--- config.mk ---
export PLATFORM = sky130hd
export DESIGN_NAME = ram_single_arb
export DESIGN_NICKNAME = d
export VERILOG_FILES = /design/src/rtl/ram_single_arb.sv
export SDC_FILE = /design/constraint.sdc
export NUM_CORES = 1
export LEC_CHECK = 0
export ABC_AREA = 1
export BUFFER_PORTS_ARGS = -buffer_cell sky130_fd_sc_hd__buf_4
export CAP_MARGIN = 25
export CORE_AREA = 2 2 79 81
export DETAILED_ROUTE_END_ITERATION = 7
export DIE_AREA = 0 0 81 83
export GPL_ROUTABILITY_DRIVEN = 0
export SLEW_MARGIN = 10
export SYNTH_ARGS = -nofsm -noshare
export SYNTH_HDL_FRONTEND = slang
export SYNTH_SLANG_ARGS = --single-unit
--- constraint.sdc ---
create_clock -name clk -period 1.5 [get_ports clk]
set_clock_uncertainty 0.15 [all_clocks]
set_input_delay 0.075 -clock clk [delete_from_list [all_inputs] [get_ports clk]]
set_output_delay 0.075 -clock clk [all_outputs]
set_load 0.02 [all_outputs]
--- src/rtl/ram_single_arb.sv ---
// rtl/ram_single_arb.sv - round-robin A/B arbiter for one single-port RAM (negedge write, registered read)
// Optional zero-fill of the RAM after reset: define RAM_ARB_INIT_EN.
module ram_single_arb #(
  parameter int REG_SIZE  = 36,
  parameter int FILE_SIZE = 32,
  parameter int ADDR_SIZE = 5
) (
  input  logic                 clk,
  input  logic                 rst,
  input  logic                 a_req,
  input  logic                 a_we,
  input  logic [ADDR_SIZE-1:0] a_addr,
  input  logic [REG_SIZE-1:0]  a_wdata,
  output logic                 a_gnt,
  output logic                 a_rvalid,
  input  logic                 b_req,
  input  logic                 b_we,
  input  logic [ADDR_SIZE-1:0] b_addr,
  input  logic [REG_SIZE-1:0]  b_wdata,
  output logic                 b_gnt,
  output logic                 b_rvalid,
  output logic [REG_SIZE-1:0]  rdata,
  output logic [ADDR_SIZE-1:0] ram_a,
  output logic [REG_SIZE-1:0]  ram_d,
  output logic                 ram_we,
  input  logic [REG_SIZE-1:0]  ram_q,
  output logic                 init_done
);

  logic                 run;
  logic                 init_phase;
  logic [ADDR_SIZE-1:0] init_addr;
  logic                 prio_b;
  logic                 a_rv_q;
  logic                 b_rv_q;

`ifdef RAM_ARB_INIT_EN
  typedef enum logic {S_INIT, S_RUN} state_t;
  state_t               state, state_next;
  logic [ADDR_SIZE-1:0] cnt, cnt_next;

  always_ff @(posedge clk) begin
    if (rst) begin
      state <= S_INIT;
      cnt   <= '0;
    end else begin
      state <= state_next;
      cnt   <= cnt_next;
    end
  end

  always_comb begin
    state_next = state;
    cnt_next   = cnt;
    if (state == S_INIT) begin
      cnt_next = cnt + 1'b1;
      if (cnt == ADDR_SIZE'(FILE_SIZE - 1)) begin
        state_next = S_RUN;
        cnt_next   = '0;
      end
    end
  end

  assign run        = ~rst & (state == S_RUN);
  assign init_phase = ~rst & (state == S_INIT);
  assign init_addr  = cnt;
`else
  assign run        = ~rst;
  assign init_phase = 1'b0;
  assign init_addr  = '0;
`endif

  // Grant and RAM drive; with no grant the RAM bus idles on A's fields.
  always_comb begin
    a_gnt  = run & a_req & (~b_req | ~prio_b);
    b_gnt  = run & b_req & (~a_req | prio_b);
    ram_a  = a_addr;
    ram_d  = a_wdata;
    ram_we = 1'b0;
    if (init_phase) begin
      ram_a  = init_addr;
      ram_d  = '0;
      ram_we = 1'b1;
    end else if (a_gnt) begin
      ram_we = a_we;
    end else if (b_gnt) begin
      ram_a  = b_addr;
      ram_d  = b_wdata;
      ram_we = b_we;
    end
  end

  always_ff @(posedge clk) begin
    if (rst) begin
      a_rv_q <= 1'b0;
      b_rv_q <= 1'b0;
      prio_b <= 1'b0;
    end else begin
      a_rv_q <= a_gnt & ~a_we;
      b_rv_q <= b_gnt & ~b_we;
      if (a_gnt)      prio_b <= 1'b1;
      else if (b_gnt) prio_b <= 1'b0;
    end
  end

  // A reset arriving right after a read grant suppresses that return.
  assign a_rvalid  = a_rv_q & ~rst;
  assign b_rvalid  = b_rv_q & ~rst;
  assign rdata     = ram_q;
  assign init_done = run;

endmodule

Yosys cells after proc, flatten, opt, wreduce, memory -nomap -nowiden
Index checks and enable logic that the tools add are counted.
{ "word_totals": {"ram_bits": 0, "mem_count": 0, "romBits": 0, "register_bits": 3, "inputBits": 124, "latch_bits": 0, "elab_cells": 28} }
{ "op_classes": {"n_shift": 0, "n_bitwise": 16, "addsub": 0, "order_cmp": 0, "mul": 0, "eq_ne": 0, "muxes": 8, "reduce_logical": 1, "n_div": 0} }
{ "op_table": {"columns": ["op", "count"], "rows": [
  ["two-way mux 36 bit", 2],
  ["two-way mux 5 bit", 2],
  ["bitwise AND 1 bit", 8],
  ["NOT 1 bit", 6],
  ["two-way mux 1 bit", 4],
  ["bitwise OR 1 bit", 2],
  ["nonzero test 2 bit", 1]
]} }

Depth between registers and ports, before layout
Gate-level depths: netlist of the first run.
{ "logic_depth": {"ltp_word": 5, "ltp_mapped": 6, "depth_no_buf": 5} }

Worst setup path after synthesis of the first run
Ideal clock, no wire load.
{ "synth_path": {"path_type": "flip-flop to output port", "from": "reg prio_b", "to": "out ram_a[0]", "stages_incl_launch_ff": 6, "t_arrival_ns": 0.938, "path_buffers": 1, "path_slack_ns": 0.337, "required_ns": 1.275, "path_cell_list": "dfxtp_1 inv_1 nand2_2 buf_4 nand3_1 nand2_1"} }
{ "synth_between": {"elab_chain_len": 4, "elab_cells_between_ends": 7} }
{ "synth_lines": {"columns": ["element", "line_no", "rtl"], "rows": [
  ["start, declared", "33", "logic prio_b;"],
  ["start signal, assigned", "97", "prio_b <= 1'b0;"],
  ["start signal, assigned", "101", "if (a_gnt) prio_b <= 1'b1;"],
  ["start signal, assigned", "102", "else if (b_gnt) prio_b <= 1'b0;"],
  ["bitwise OR 1 bit or NOT 1 bit (tied branches)", "76, 75", null],
  ["bitwise AND 1 bit or bitwise OR 1 bit (tied branches)", "76, 75", null],
  ["two-way mux 5 bit or bitwise AND 1 bit (tied branches)", "86, 75", null],
  ["two-way mux 5 bit *", "84", "end else if (a_gnt) begin"],
  ["end, declared", "23", "output logic [ADDR_SIZE-1:0] ram_a,"]
]} }
Every way passes the cells marked *; elsewhere a longest branch is shown, timed or not.

Final worst setup path of the first run
{ "layout_path": {"from": "reg prio_b", "to": "out ram_d[21]"} }
{ "layout_between": {"elab_chain_len": 4, "elab_cells_between_ends": 7} }
{ "layout_lines": {"columns": ["element", "line_no", "rtl"], "rows": [
  ["bitwise OR 1 bit or NOT 1 bit (tied branches)", "76, 75", null],
  ["bitwise AND 1 bit or bitwise OR 1 bit (tied branches)", "76, 75", null],
  ["two-way mux 36 bit or bitwise AND 1 bit (tied branches)", "86, 75", null],
  ["two-way mux 36 bit *", "84", null],
  ["end, declared", "24", "output logic [REG_SIZE-1:0] ram_d,"]
]} }
Marks and branches as above.

==> results of run 1 <==
-- metal layers --
| metal | vias up | share of wire (%) | routed length [µm] |
|---|---|---|---|
| met3 | 14 | 9.7 | 453 |
| met2 | 93 | 54 | 2510 |
| met1 | 715 | 35 | 1640 |
| met4 | 0 | 1.4 | 63 |
| li1 | 794 | - | - |
| met5 | - | 0 | 0 |
-- path summary, 6_finish.rpt --
check / startpoint / end / slack, ps / cells after the start
worst max-delay path: prio_b$_SDFFE_PP0P_ / ram_d[21] / 30 / 7
worst min-delay path: a_req / prio_b$_SDFFE_PP0P_ / -5 / 3
worst max register to register: prio_b$_SDFFE_PP0P_ / b_rv_q$_SDFF_PP0_ / 480 / 5
worst min register to register: prio_b$_SDFFE_PP0P_ / prio_b$_SDFFE_PP0P_ / 430 / 3
-- metrics by stage --
stage	cells	hold slack, ps	TNS (ps)	area, µm²	utilization, %
final	376	-4.56	0	2320	40.0
after global placement	361	0.137	0	1870	32.2
after global routing	376	0.0297	-146	2320	40.0
after floorplan	196	-8.13	0	1090	-
after CTS	372	0.137	0	2040	35.2
after detailed placement	361	0.137	0	1870	32.2
-- sequential cells by signal (all words and copies together), names as in the netlist --
| register | count |
|---|---|
| a_rv_q | 1 |
| b_rv_q | 1 |
| prio_b | 1 |
-- critical path, stage by stage, from the launching register on --
cell and delay, ps:
dfxtp_2 320, inv_2 40, nand2_4 90, buf_12 150, buf_12 140, nand3_2 80, nand2_1 90, buf_6 110
-- timing repair --
item,CTS,global route
buffers inserted,3,2
gates resized for setup,4,54
gates cloned,2,2
hold buffers,2,0
pin swaps,2,19
endpoints found under the setup margin,43,42
hold endpoints to repair,2,0
-- synth_stat cells --
library cell  number
buf_6              4
nor2_1             5
nand2_8            1
nand2_1           77
nor2_8             1
inv_1              7
dfxtp_1            3
nand4_1            1
buf_4             44
nand3_1           43
nand2_2            9
nor2_2             1
-- kinds of logic after synthesis --
family / count (synthesis) / synth area share (%)
and+or+nand+nor: 138 / 57.8
buffers and inverters: 55 / 36.7
DFF: 3 / 5.49
-- power by group through the flow --
stage	Clock [mW]	Sequential, mW	Combinational, mW
floorplan	0	0.0872	0.458
global placement	0	0.0874	0.672
detailed placement	0	0.0876	0.674
CTS	0.232	0.0874	0.735
global route	0.240	0.0872	0.896
finish	0.229	0.0868	0.834
-- final cells by class --
class	instances	area (µm²)
repair buffers	147	1310
multi-input cells	140	787
flip-flops and latches	3	61.3
inverters	7	26.3
clock buffers	4	45.0
well taps	75	93.8
fillers	640	3490
==> results.sh, run 1 <==
export IMPL_numCtsBuffers=3
export IMPL_power_frac_seq_pct=7.6
export IMPL_grt_met3_usage_pct=2.61
export IMPL_finalSetupViolations=0
export IMPL_cts_tree="done"
export IMPL_coreArea_um2=5820
export IMPL_setup_ws_ps=26.4
export IMPL_dieArea_um2=6720
export IMPL_slew_headroom_pct=82.6
export IMPL_worst_pin_slew_ps=261
export IMPL_cap_violations=0
export IMPL_antenna_found_initial=0
export IMPL_drc=0
export IMPL_power_leakage_nw=1.28
export IMPL_initialDrtViolationCount=30
export IMPL_worstPathArrival_ps=1250
export IMPL_clk_pin_slew_worst_paths_ps=30
export IMPL_grt_pass1_wl_mm=6.64
export IMPL_cts_buffer_depth=2
export IMPL_place_ws_ps=49.1
export IMPL_hold_path_class="input port to register"
export IMPL_drtAntennaViolNets=0
export IMPL_met1_usage_pct=12.9
export IMPL_synth_top_area_share_pct=30.2
export IMPL_first_pass_iters=4
export IMPL_grt_max_degree=23
export IMPL_use_met2_pct=24.3
export IMPL_switching_share_pct=38.6
export IMPL_crit_path_max_fanout=6
export IMPL_dpl_hpwl_mm=3.29
export IMPL_num_rows=28
export IMPL_crit_required_ps=1270
export IMPL_drive_above_1_share_pct=61.8
export IMPL_final_common_cell="buf_4"
export IMPL_p_sw_mw=0.444
export IMPL_overflow=0
export IMPL_syn_num_nets=320
export IMPL_crit_type="register to primary output"
export IMPL_wl_per_cell_um=12.4
export IMPL_h_tree_depth=1
export IMPL_area_growth_syn_to_layout_pct=112
export IMPL_yosysUniqueCellTypes=12
export IMPL_period_share_pct=98.2
export IMPL_yosysTopAreaCell="buf_4"
export IMPL_p_comb_share_pct=72.5
export IMPL_clock_power_share_pct=19.9
export IMPL_start_util_pct=18.8
export IMPL_grt_use_total_pct=12.5
export IMPL_cts_root_buf="clkbuf_8"
export IMPL_syn_avg_cell_area_um2=5.58
export IMPL_clkLatencyLatePin_ps=210
export IMPL_violations="hold timing"
export IMPL_startpoint_type="register"
export IMPL_syn_area_um2=1090
export IMPL_via_per_inst=4.30
export IMPL_routed_wl_mm=4.66
export IMPL_mostFrequentLayoutCells="buf_4 (111), nand2_1 (68), nand3_1 (30)"
export IMPL_rsz0062_at_grt="yes"
export IMPL_n_antenna_cell=0
export IMPL_dr_total_vias=1616
export IMPL_dieHeight_um=83
export IMPL_slew_violations=0
export IMPL_whs_ps=-4.56
export IMPL_synth_seq_cells=3
export IMPL_ys_seq_area_share_pct=5.49
export IMPL_die_x_um=81
export IMPL_status="finished with violations"
export IMPL_synth_warnings=0
export IMPL_cts_sinks=3
export IMPL_fmax_ghz=0.679
export IMPL_portBuffers=134
export IMPL_grt_busiest_layer="met2"
export IMPL_end_kind="primary output"
export IMPL_finalHoldViolations=1
export IMPL_max_vdd_ir_drop_uv=239
export IMPL_fin_crit_ps=1470
export IMPL_internal_power_mw=0.706
export IMPL_pin_count=207
export IMPL_power_mw=1.15
export IMPL_synthCells=196
export IMPL_layout_nets=426
export IMPL_power_density_nw_per_um2=495
export IMPL_synth_area_leaders="buf_4 (30%), nand2_1 (26%), nand3_1 (20%), dfxtp_1 (5.5%), nand2_2 (5.1%)"
export IMPL_grt_pass1_vias=1446
(Power assumes the default switching activity.)
==> run 2: changes to the inputs <==
--- a/config.mk
+++ b/config.mk
@@ -7,11 +7,12 @@
 export LEC_CHECK = 0
 export ABC_AREA = 1
 export BUFFER_PORTS_ARGS = -buffer_cell sky130_fd_sc_hd__buf_4
-export CAP_MARGIN = 25
-export CORE_AREA = 2 2 79 81
+export CAP_MARGIN = 30
+export CORE_AREA = 4 4 78 80
 export DETAILED_ROUTE_END_ITERATION = 7
-export DIE_AREA = 0 0 81 83
+export DIE_AREA = 0 0 82 84
 export GPL_ROUTABILITY_DRIVEN = 0
+export PLACE_DENSITY = 0.66
 export SLEW_MARGIN = 10
 export SYNTH_ARGS = -nofsm -noshare
 export SYNTH_HDL_FRONTEND = slang
==> run 2 against run 1 <==
Combinational power rose by 0.5%. Sequential cell count did not move. Critical endpoint is now ram_d[4]. Worst hold slack improved by 4.6 ps. Critical path depth fell by 1. Design area fell by 1.0%. Clock-buffer cell count did not move. The flow now finishes without violations.
==> results.sh, run 2 (synthesized netlist as in run 1, its figures left out) <==
export IMPL_num_rows=27
export IMPL_h_tree_depth=1
export IMPL_final_cells=376
export IMPL_die_x_um=82
export IMPL_grt_pass1_wl_mm=6.63
export IMPL_crit_path_max_fanout=7
export IMPL_overflow=0
export IMPL_crit_start="prio_b$_SDFFE_PP0P_"
export IMPL_status="complete, no violations"
export IMPL_cp_num_buf_inv=3
export IMPL_drive_above_1_share_pct=57.6
export IMPL_period_share_pct=98.0
export IMPL_critical_path_top_delay_family="flip-flops"
export IMPL_r2r_slack_ps=80
export IMPL_critPathSlowestCell="dfxtp_4"
export IMPL_cts_sinks=3
export IMPL_internal_power_mw=0.697
export IMPL_reg_top3="a_rv_q: 1 flops, b_rv_q: 1 flops, prio_b: 1 flops"
export IMPL_via_per_inst=4.35
export IMPL_worstPathArrival_ps=1240
export IMPL_cts_tree="done"
export IMPL_p_comb_share_pct=72.1
export IMPL_finalHoldViolations=0
export IMPL_dieArea_um2=6890
export IMPL_switching_share_pct=40.1
export IMPL_end_kind="primary output"
export IMPL_grt_max_degree=23
export IMPL_final_common_cell="buf_4"
export IMPL_startpoint_type="register"
export IMPL_crit_type="register to primary output"
export IMPL_clk_pin_slew_worst_paths_ps=30
export IMPL_n_antenna_cell=0
export IMPL_coreArea_um2=5410
export IMPL_wl_per_cell_um=14.8
export IMPL_worstSetupEndpoint="ram_d[4]"
export IMPL_dr_total_vias=1634
export IMPL_numCtsBuffers=3
export IMPL_dpl_hpwl_mm=3.44
export IMPL_max_vdd_ir_drop_uv=466
export IMPL_worstRegToRegCells=4
export IMPL_worst_pin_slew_ps=334
export IMPL_power_density_nw_per_um2=506
export IMPL_place_ws_ps=150
export IMPL_routed_wl_mm=5.55
export IMPL_cts_buffer_depth=2
export IMPL_p_sw_mw=0.466
export IMPL_hp_start="ram_q[1]"
export IMPL_setup_tns_ps=0
export IMPL_first_pass_iters=4
export IMPL_setup_ws_ps=30.2
export IMPL_path_depth=6
export IMPL_fin_crit_ps=1470
export IMPL_reg2reg_from="prio_b$_SDFFE_PP0P_"
export IMPL_start_util_pct=20.2
export IMPL_dieHeight_um=84
export IMPL_clock_power_share_pct=20.3
export IMPL_crit_required_ps=1270
export IMPL_cts_root_buf="clkbuf_8"
export IMPL_drtAntennaViolNets=0
export IMPL_area_growth_syn_to_layout_pct=110
export IMPL_power_leakage_nw=1.29
export IMPL_clkLatencyLatePin_ps=220
export IMPL_portBuffers=134
export IMPL_power_mw=1.16
export IMPL_path_cells="inv_8 > nand2_8 > clkbuf_16 > nand3_1 > nand2_1 > buf_6"
export IMPL_slew_headroom_pct=77.7
export IMPL_r2r_end="prio_b$_SDFFE_PP0P_"
export IMPL_grt_use_total_pct=12.0
export IMPL_layout_nets=429
export IMPL_finalSetupViolations=0
export IMPL_cap_violations=0
export IMPL_dp_cells=358
export IMPL_antenna_found_initial=0
export IMPL_max_stage_delay_ps=370
export IMPL_fmax_ghz=0.680
export IMPL_grt_pass1_vias=1489
export IMPL_pin_count=207
export IMPL_power_frac_seq_pct=7.6
export IMPL_rsz0062_at_grt="yes"
export IMPL_mostFrequentLayoutCells="buf_4 (109), nand2_1 (74), nand3_1 (37)"
export IMPL_hold_path_class="input port to primary output"
export IMPL_initialDrtViolationCount=69
export IMPL_slew_violations=0
export IMPL_drc=0
-- run 2: changes by cell type in the layout (fill, tap and decap cells not counted), moves of 2 or more --
| cell | change |
|---|---|
| nand3_2 | -4 |
| nand2_1 | +6 |
| nand3_1 | +7 |
| clkbuf_16 | +2 |
| nand3_4 | -3 |
| buf_6 | +3 |
| buf_12 | -3 |
| nand2_2 | -6 |
| buf_4 | -2 |
| nand2_8 | +2 |
-- run 2: stage by stage --
stage	area [µm²]	util, %	hold WS (ps)
2_1_floorplan	1090	-	-8.13
3_3_place_gp	1870	34.6	0.137
3_5_place_dp	1870	34.6	0.137
4_1_cts	1980	36.6	0.137
5_1_grt	2300	42.5	0.0292
6_report	2300	42.5	0.00561
-- run 2: area by class of cell --
cell class	count	area [µm²]
inverters	7	33.8
fillers	569	3110
multi-input cells	143	766
flip-flops and latches	3	63.8
well taps	72	90.1
repair buffers	147	1300
clock buffers	4	45.0
-- run 2: what timing repair did --
| item | in CTS | in global routing |
|---|---|---|
| pin swaps | 3 | 7 |
| hold buffers | 3 | 0 |
| cloned | 1 | 9 |
| endpoints found under the setup margin | 41 | 42 |
| hold endpoints to repair | 3 | 0 |
| resized for setup | 5 | 43 |
| setup buffers | 0 | 1 |
-- run 2: worst min path at each step --
stage                                    to  cells after the start
after global routing              rdata[18]                      0
after detailed placement          rdata[13]                      0
final                              rdata[1]                      0
after floorplan           b_rv_q$_SDFF_PP0_                      1
after CTS                         rdata[13]                      0
after global placement            rdata[13]                      0
-- run 2: power groups by stage --
stage	clock network (mW)	registers, mW	logic [mW]
finish	0.236	0.0888	0.838
global route	0.260	0.0893	0.896
CTS	0.242	0.0869	0.703
detailed placement	0	0.0875	0.675
global placement	0	0.0873	0.667
floorplan	0	0.0872	0.458
-- run 2: routing by layer --
metal	share of wire, %	vias up	track usage (%)	routed length [µm]
li1	-	804	-	-
met3	12	22	3.67	679
met5	0	-	0	0
met2	49	97	22.1	2710
met4	3.1	0	6.80	171
met1	36	711	11.4	1990
==> run 3: changes to the inputs <==
--- a/config.mk
+++ b/config.mk
@@ -5,7 +5,6 @@
 export SDC_FILE = /design/constraint.sdc
 export NUM_CORES = 1
 export LEC_CHECK = 0
-export ABC_AREA = 1
 export BUFFER_PORTS_ARGS = -buffer_cell sky130_fd_sc_hd__buf_4
 export CAP_MARGIN = 30
 export CORE_AREA = 4 4 78 80
==> run 3 against run 2 <==
Core utilization shrank 0.90 points. Largest cell class unchanged. Worst hold slack lost 43 ps. Die area is the same. The run now ends with hold timing, setup timing left. Critical endpoint is now ram_d[17]. Design area shrank 2.1%. First-iteration DRC count shrank 93%. Synthesized area shrank 1.8%. Final cell count shrank 25%. Highest routed layer unchanged. Wire length shrank 28%. Global-route usage shrank 3.0 points.
==> results.sh, run 3 <==
export IMPL_status="finished with violations"
export IMPL_violations="hold timing, setup timing"
export IMPL_num_rows=27
export IMPL_portBuffers=134
export IMPL_reg_top3="a_rv_q: 1 flops, b_rv_q: 1 flops, prio_b: 1 flops"
export IMPL_place_area_um2=1910
export IMPL_fmax_ghz=0.586
export IMPL_design_area_um2=2250
export IMPL_r2r_end="a_rv_q$_SDFF_PP0_"
export IMPL_numCtsBuffers=3
export IMPL_setup_ws_ps=-205
export IMPL_synth_area_leaders="mux2_4 (53%), buf_4 (25%), dfxtp_1 (5.6%), buf_6 (4.2%), mux2_2 (3.1%)"
export IMPL_crit_path_max_fanout=6
export IMPL_fin_crit_ps=1710
export IMPL_slew_headroom_pct=86.2
export IMPL_synth_main_ff_cell="dfxtp_1"
export IMPL_whs_ps=-43.2
export IMPL_cts_root_buf="clkbuf_8"
export IMPL_overflow=0
export IMPL_die_x_um=82
export IMPL_dieArea_um2=6890
export IMPL_syn_num_nets=223
export IMPL_cts_sinks=3
export IMPL_end_kind="primary output"
export IMPL_synth_top_area_share_pct=53.1
export IMPL_hold_path_end="prio_b$_SDFFE_PP0P_"
export IMPL_worstRegToRegCells=5
export IMPL_crit_required_ps=1270
export IMPL_drc=0
export IMPL_grt_pass1_vias=1124
export IMPL_power_density_nw_per_um2=488
export IMPL_finalSetupViolations=41
export IMPL_setup_tns_ps=-7410
export IMPL_cts_tree="done"
export IMPL_initialDrtViolationCount=5
export IMPL_dr_total_vias=1169
export IMPL_drtAntennaViolNets=0
export IMPL_synthCells=99
export IMPL_wl_per_cell_um=14.1
export IMPL_drive_above_1_share_pct=91.9
export IMPL_place_ws_ps=-37.5
export IMPL_holdPathStages=2
export IMPL_yosysUniqueCellTypes=15
export IMPL_worstPathArrival_ps=1480
export IMPL_power_leakage_nw=1.26
export IMPL_pin_count=207
export IMPL_dieHeight_um=84
export IMPL_rsz0062_at_grt="yes"
export IMPL_crit_type="register to primary output"
export IMPL_max_vdd_ir_drop_uv=244
export IMPL_reg2reg_from="prio_b$_SDFFE_PP0P_"
export IMPL_utilization_pct=41.6
export IMPL_routed_wl_mm=4.00
export IMPL_dpl_hpwl_mm=3.02
export IMPL_n_antenna_cell=0
export IMPL_worst_pin_slew_ps=206
export IMPL_final_common_cell="buf_4"
export IMPL_antenna_found_initial=0
export IMPL_synth_seq_cells=3
export IMPL_mostFrequentLayoutCells="buf_4 (104), mux2_4 (41), buf_6 (36)"
export IMPL_cap_violations=0
export IMPL_synth_edf_count=0
export IMPL_slew_violations=0
export IMPL_clk_pin_slew_worst_paths_ps=30
export IMPL_grt_max_degree=23
export IMPL_first_pass_iters=4
export IMPL_start_util_pct=19.9
export IMPL_syn_avg_cell_area_um2=10.8
export IMPL_cts_buffer_depth=2
export IMPL_synth_warnings=0
export IMPL_finalHoldViolations=1
export IMPL_crit_start="prio_b$_SDFFE_PP0P_"
export IMPL_synth_common_cells="mux2_4 (38), buf_4 (36), buf_6 (4)"
export IMPL_h_tree_depth=1
export IMPL_syn_area_um2=1070
export IMPL_yosysTopAreaCell="mux2_4"
export IMPL_hp_start="a_req"
export IMPL_coreArea_um2=5410
export IMPL_yosysMostFrequentCell="mux2_4"
export IMPL_async_flop_share_pct=0
export IMPL_clkLatencyLatePin_ps=220
export IMPL_area_growth_syn_to_layout_pct=110
export IMPL_r2r_slack_ps=330
export IMPL_period_share_pct=114
export IMPL_layout_nets=336
export IMPL_grt_use_total_pct=9.08
export IMPL_ys_seq_area_share_pct=5.59
export IMPL_fillers=519
export IMPL_hold_path_class="input port to register"
export IMPL_grt_pass1_wl_mm=4.93
export IMPL_via_per_inst=4.13
export IMPL_startpoint_type="register"
==> run 3: final cells by class <==
cell class,instances,area [µm²],share of cell area [%]
Clock buffer,4,45.0,2.00
Tap cell,72,90.1,4.00
Multi-Input combinational cell,55,728,32.4
Timing Repair Buffer,147,1320,58.6
Sequential cell,3,61.3,2.72
Inverter,2,7.51,0.334
==> run 3: power breakdown <==
group	internal (mW)	switching, mW	total (mW)	leakage, nW
clock	0.182	0.0583	0.240	0.0228
sequential	0.0850	0.00145	0.0864	0.0249
combinational	0.483	0.289	0.772	1.21
==> run 3: worst max path at each step <==
stage / end / slack, ps / cells after the start
after floorplan: ram_a[1] / 120 / 4
after global placement: ram_d[26] / -20 / 5
after detailed placement: ram_a[3] / -40 / 5
after CTS: ram_d[30] / -260 / 5
after global routing: ram_d[7] / -260 / 5
final: ram_d[17] / -210 / 5
==> run 3: worst max-delay path, cell delays in order (launching register included) <==
cell and delay (ps):
dfxtp_2 310, nand2b_4 150, nand3_4 150, clkbuf_16 210
mux2_4 300, buf_6 130
==> run 3: timing repair <==
item | in CTS | in global routing
cloned | 1 | 4
gates resized for setup | 31 | 14
hold buffers | 3 | 0
setup endpoints to repair | 41 | 43
hold endpoints to repair | 3 | 0
setup buffers | 0 | 1
pin swaps | 0 | 2
==> run 3: per-stage QoR <==
stage / std cells / power [mW]
global route: 283 / 1.15
CTS: 279 / 1.06
floorplan: 99 / 0.555
finish: 283 / 1.10
detailed placement: 271 / 0.751
global placement: 271 / 0.747
==> run 3: routing by layer <==
metal	vias to the layer above	global-route usage (%)	part of all wire, %
li1	530	-	-
met1	521	7.07	27
met2	104	17.9	52
met3	14	4.10	18
met4	0	4.23	2.1
met5	-	0	0
==> run 3: kinds of logic (layout without fill, tap and decap cells) <==
logic type | after synthesis | count (layout) | share of synthesized area (%)
AO/OA/AOI/OAI | 3 | 3 | 1.63
multiplexers | 41 | 41 | 56.3
flip-flops | 3 | 3 | 5.59
buffers and inverters | 42 | 153 | 30.1
AND/OR/NAND/NOR | 10 | 11 | 6.41
